**config.mk**
```make
export PLATFORM = sky130hd
export DESIGN_NAME = prga_decryptor
export DESIGN_NICKNAME = d
export VERILOG_FILES = /design/src/rtl/prga_decryptor.sv
export SDC_FILE = /design/constraint.sdc
export NUM_CORES = 1
export LEC_CHECK = 0
export ABC_AREA = 0
export CORE_MARGIN = 1
export CORE_UTILIZATION = 35
export DETAILED_ROUTE_END_ITERATION = 16
export PLACE_DENSITY_LB_ADDON = 0.25
export SYNTH_ARGS = -nofsm -noshare
export SYNTH_HDL_FRONTEND = slang
export SYNTH_SLANG_ARGS = --single-unit
```
**constraint.sdc**
```tcl
create_clock -name clk -period 1.9 [get_ports clk]
set_input_delay 0.38 -clock clk [delete_from_list [all_inputs] [get_ports clk]]
set_output_delay 0.38 -clock clk [all_outputs]
set_load 0.02 [all_outputs]
```
**src/rtl/prga_decryptor.sv**
```systemverilog
// prga_decryptor: RC4 keystream generator and message decryptor over the shared S-RAM.
// Optional early abort on a non-[a-z ] plaintext byte: RC4_PRGA_PLAINTEXT_CHECK_EN.
module prga_decryptor #(
  parameter int MSG_LEN = 32,
  parameter int ADDR_W  = 5
) (
  input  logic              clk,
  input  logic              reset,
  input  logic              start,
  output logic              finish,
  output logic              key_bad,
  output logic              s_owner,
  output logic [7:0]        s_address,
  output logic [7:0]        s_data,
  output logic              s_wen,
  input  logic [7:0]        s_q,
  output logic [ADDR_W-1:0] rom_address,
  input  logic [7:0]        rom_q,
  output logic [ADDR_W-1:0] dec_address,
  output logic [7:0]        dec_data,
  output logic              dec_wen
);

  typedef enum logic [3:0] {
    IDLE,
    INC_I,
    RD_SI,
    WAIT_SI,
    STORE_SI,
    RD_SJ,
    WAIT_SJ,
    STORE_SJ,
    WR_I,
    WR_J,
    RD_F,
    WAIT_F,
    STORE_F,
    WR_DEC,
    CHECK,
    DONE
  } state_t;

  localparam logic [ADDR_W-1:0] LAST = ADDR_W'(MSG_LEN - 1);

  state_t state;
  state_t state_nx;

  logic [7:0]        i;
  logic [7:0]        j;
  logic [ADDR_W-1:0] k;
  logic [7:0]        si;
  logic [7:0]        sj;
  logic [7:0]        f;
  logic [7:0]        enc;
  logic [7:0]        plain;
  logic [7:0]        f_addr;
  logic              last;
  logic              abort;

  assign plain  = f ^ enc;
  assign f_addr = si + sj;
  assign last   = (k == LAST);

`ifdef RC4_PRGA_PLAINTEXT_CHECK_EN
  logic key_bad_q;
  logic plain_ok;

  assign plain_ok = ((plain >= 8'h61) && (plain <= 8'h7a))
                  || (plain == 8'h20);
  assign abort    = key_bad_q;
  assign key_bad  = key_bad_q;

  always_ff @(posedge clk or negedge reset) begin
    if (!reset) begin
      key_bad_q <= 1'b0;
    end else if (state == IDLE && start) begin
      key_bad_q <= 1'b0;
    end else if (state == WR_DEC && !plain_ok) begin
      key_bad_q <= 1'b1;
    end
  end
`else
  assign abort   = 1'b0;
  assign key_bad = 1'b0;
`endif

  always_ff @(posedge clk or negedge reset) begin
    if (!reset) begin
      state <= IDLE;
    end else begin
      state <= state_nx;
    end
  end

  always_ff @(posedge clk or negedge reset) begin
    if (!reset) begin
      i   <= 8'd0;
      j   <= 8'd0;
      k   <= '0;
      si  <= 8'd0;
      sj  <= 8'd0;
      f   <= 8'd0;
      enc <= 8'd0;
    end else begin
      case (state)
        IDLE: begin
          if (start) begin
            i <= 8'd0;
            j <= 8'd0;
            k <= '0;
          end
        end
        INC_I: i <= i + 8'd1;
        STORE_SI: begin
          si <= s_q;
          j  <= j + s_q;
        end
        STORE_SJ: sj <= s_q;
        STORE_F: begin
          f   <= s_q;
          enc <= rom_q;
        end
        CHECK: begin
          if (!last && !abort) begin
            k <= k + 1'b1;
          end
        end
        default: ;
      endcase
    end
  end

  always_comb begin
    state_nx = IDLE;
    case (state)
      IDLE:     state_nx = start ? INC_I : IDLE;
      INC_I:    state_nx = RD_SI;
      RD_SI:    state_nx = WAIT_SI;
      WAIT_SI:  state_nx = STORE_SI;
      STORE_SI: state_nx = RD_SJ;
      RD_SJ:    state_nx = WAIT_SJ;
      WAIT_SJ:  state_nx = STORE_SJ;
      STORE_SJ: state_nx = WR_I;
      WR_I:     state_nx = WR_J;
      WR_J:     state_nx = RD_F;
      RD_F:     state_nx = WAIT_F;
      WAIT_F:   state_nx = STORE_F;
      STORE_F:  state_nx = WR_DEC;
      WR_DEC:   state_nx = CHECK;
      CHECK:    state_nx = (last || abort) ? DONE : INC_I;
      DONE:     state_nx = IDLE;
      default:  state_nx = IDLE;
    endcase
  end

  // Read addresses are held through WAIT/STORE so the RAM output stays stable.
  always_comb begin
    finish      = 1'b0;
    s_owner     = (state != IDLE);
    s_address   = 8'd0;
    s_data      = 8'd0;
    s_wen       = 1'b0;
    rom_address = '0;
    dec_address = '0;
    dec_data    = 8'd0;
    dec_wen     = 1'b0;
    case (state)
      RD_SI,
      WAIT_SI,
      STORE_SI: s_address = i;
      RD_SJ,
      WAIT_SJ,
      STORE_SJ: s_address = j;
      WR_I: begin
        s_address = i;
        s_data    = sj;
        s_wen     = 1'b1;
      end
      WR_J: begin
        s_address = j;
        s_data    = si;
        s_wen     = 1'b1;
      end
      RD_F,
      WAIT_F,
      STORE_F: begin
        s_address   = f_addr;
        rom_address = k;
      end
      WR_DEC: begin
        dec_address = k;
        dec_data    = plain;
        dec_wen     = 1'b1;
      end
      DONE: finish = 1'b1;
      default: ;
    endcase
  end

endmodule

```
==> flow_summary.json <==
{
  "avgRoutedWirePerCell_um": 16.1,
  "synthSimpleGateAreaFrac_pct": 15.9,
  "synth_compound_area_share_pct": 13.3,
  "violations": "negative setup slack",
  "ys_async_sr_fraction_pct": 100,
  "ys_seq_area_share_pct": 41.1,
  "tritoncts": "done",
  "layout-drive-gt1-share_pct": 55.6,
  "power_density_nw_per_um2": 663,
  "grt_remaining_overflow": 0,
  "dr_total_vias": 3262,
  "drc_errors": 0,
  "place_area_um2": 4780,
  "pin_count": 58,
  "finalCritPeriodShare_pct": 141,
  "design_area_um2": 5800,
  "start_util_pct": 36.9,
  "status": "finished, violations left",
  "fillCellCount": 750,
  "ys.flop_type": "dfrtp_1",
  "irDropWorstVdd_mv": 0.431,
  "vias_per_cell": 5.07,
  "avgSynthCellArea_um2": 10.3,
  "syn_nets": 376,
  "cp-end-kind": "output pin",
  "p_sw_uw": 1200,
  "max_freq_mhz": 375,
  "r2r-start": "state[0]$_DFF_PN0_",
  "insertion_delay_ns": 0.34,
  "ys_top_cells_by_area": "dfrtp_1, mux2_2, ha_1",
  "synthTopCellsByCount": "dfrtp_1, mux2_2, nor2_1",
  "fin_hold_ws_ns": 0.513,
  "drt_iter0_markers": 159,
  "critPathArrivalTime_ns": 2.29,
  "p_clk_share_pct": 31.1,
  "clock_skew_ns": 0.0101,
  "slew_violations": 0,
  "r2r_setup_slack_ns": -0.35,
  "worst_slack_ns": -0.770,
  "syn_area_um2": 3470,
  "io_buffers": 56,
  "internal-power_uw": 2650,
  "detail-route-antenna-nets": 0,
  "syn_inst": 338,
  "coreArea_um2": 9420,
  "synth_top_area_share_pct": 41.1,
  "grt_max_degree": 40,
  "hp-class": "primary input to async pin",
  "p_leak_uw": 0.00257,
  "rsz0062_at_grt": "true",
  "h-tree-depth": 3,
  "ys_ff_latch": 57,
  "dp_hpwl_mm": 6.75,
  "combPwrFrac_pct": 30.6,
  "yosys.cell_types.count": 48,
  "switching_share_pct": 31.2,
  "firstDrtPassIters": 5,
  "die-width_um": 102,
  "track_usage_pct": 20.4,
  "root_buffer": "clkbuf_8",
  "grt_pass1_wl_mm": 15.9,
  "dieArea_um2": 10300,
  "drv_cap": 0,
  "antenna_cells": 0,
  "crit_type": "flop to output pin",
  "synth_top_family_by_area": "simple AND/OR/NAND/NOR gates",
  "synthAdderAreaFrac_pct": 7.28,
  "start_kind": "flop",
  "gp_congestion": 0.878,
  "crit_required_ns": 1.52,
  "hold_viol_final": 0,
  "p_seq_share_pct": 38.3,
  "final_net_count": 547,
  "period_minus_slack_ns": 2.67,
  "cts_sinks": 57,
  "synth_top_area_cell": "dfrtp_1",
  "synth_edf_count": 0,
  "grt_pass1_vias": 3319,
  "totalWireLength_mm": 10.4,
  "cts.clk_slew.worst_paths_ns": 0.07,
  "numCtsBuffers": 9,
  "tns_ns": -16.46,
  "worstSetupStartpoint": "sj[0]$_DFFE_PN0P_",
  "synth_warnings": 0,
  "placementRows": 35,
  "yosysMostFrequentCell": "dfrtp_1",
  "area_delta_synth_final_pct": 66.9,
  "grt_antenna_before_repair": 0,
  "pre_cts_slack_ns": -0.776,
  "cp_max_fo": 2,
  "post_synth_mux_area_share_pct": 14.2,
  "yosys.area_share.xor_xnor_pct": 4.79,
  "clk_path_buf_depth": 2,
  "die_y_um": 102,
  "setup_viol": 48
}
-- cell usage in the layout, fill, tap and decap left out, drive strengths merged, types with 6 or more instances in the layout --
cell type / instances
xor2: 7
o21ai: 27
nand3: 14
mux2i: 11
and2: 11
nor2: 29
ha: 17
inv: 8
clkbuf: 12
dfrtp: 57
buf: 155
nand4: 6
mux2: 34
a21oi: 11
xnor2: 12
nand2: 17
clkdlybuf4s50: 15
-- per-layer routing --
metal  part of all wire, %  global-route usage [%]  vias up
met1                    42                    24.2     1604
met4                   2.3                    7.25        0
met2                    52                    35.7       81
met3                   3.9                    4.83       17
met5                     0                       0        -
li1                      -                       -     1560
-- state kept, by name (all words and copies together) (netlist names) --
| register | count |
|---|---|
| j | 8 |
| f | 8 |
| i | 8 |
| enc | 8 |
| sj | 8 |
| state | 4 |
| k | 5 |
| si | 8 |
-- worst max-delay path, cell delays in order, from the launching register on --
cell	delay (ns)
dfrtp_1	0.41
ha_2	0.21
inv_2	0.06
fa_2	0.23
nor2b_2	0.05
o31a_1	0.26
o21a_1	0.20
o21a_1	0.20
o31ai_4	0.18
buf_6	0.14
-- power groups by stage --
stage | clock network (µW) | registers, µW | logic, µW
6_report | 1190 | 1470 | 1180
5_1_grt | 1260 | 1480 | 1300
4_1_cts | 1220 | 1460 | 1120
3_5_place_dp | 0 | 1470 | 1040
3_3_place_gp | 0 | 1460 | 1010
2_1_floorplan | 0 | 1430 | 568
-- kinds of logic after synthesis --
family | Yosys count
other cells | 1
simple gates | 104
compound gates | 71
flops | 57
buf+inv | 22
fa+ha+maj | 19
mux | 45
xor+xnor | 19
-- cell type report --
class / instances / area, µm² / share of cell area, %
multi-input combinational: 259 / 2320 / 40.1
timing repair buffer: 173 / 1630 / 28.2
sequential: 57 / 1430 / 24.7
tap: 129 / 161 / 2.78
clock buffer: 12 / 155 / 2.68
clock inverter: 4 / 51.3 / 0.885
inverter: 9 / 41.3 / 0.712
-- path summary, 6_finish.rpt --
| kind | endpoint | cells past startpoint |
|---|---|---|
| min reg2reg | i[7]$_DFFE_PN0P_ | 1 |
| max in group asynchronous | state[0]$_DFF_PN0_ | 3 |
| max reg2reg | j[7]$_DFFE_PN0P_ | 9 |
| min | enc[2]$_DFFE_PN0N_ | 2 |
| min in group clk | i[7]$_DFFE_PN0P_ | 1 |
| max | s_address[6] | 9 |
-- metrics by stage --
step,util [%],power [µW],std cells
after floorplan,-,2000,338
after CTS,59.0,3790,636
final,61.6,3840,643
after global placement,50.8,2470,591
after global routing,61.6,4050,643
after detailed placement,50.8,2520,591
-- what timing repair did --
item | CTS | global route
pin swaps | 30 | 18
hold buffers | 1 | 0
endpoints found under the setup margin | 41 | 52
buffers inserted | 28 | 9
resized for setup | 292 | 57
cloned | 1 | 0
endpoints found under the hold margin | 18 | 0
Power figures use the tool's default switching activity.
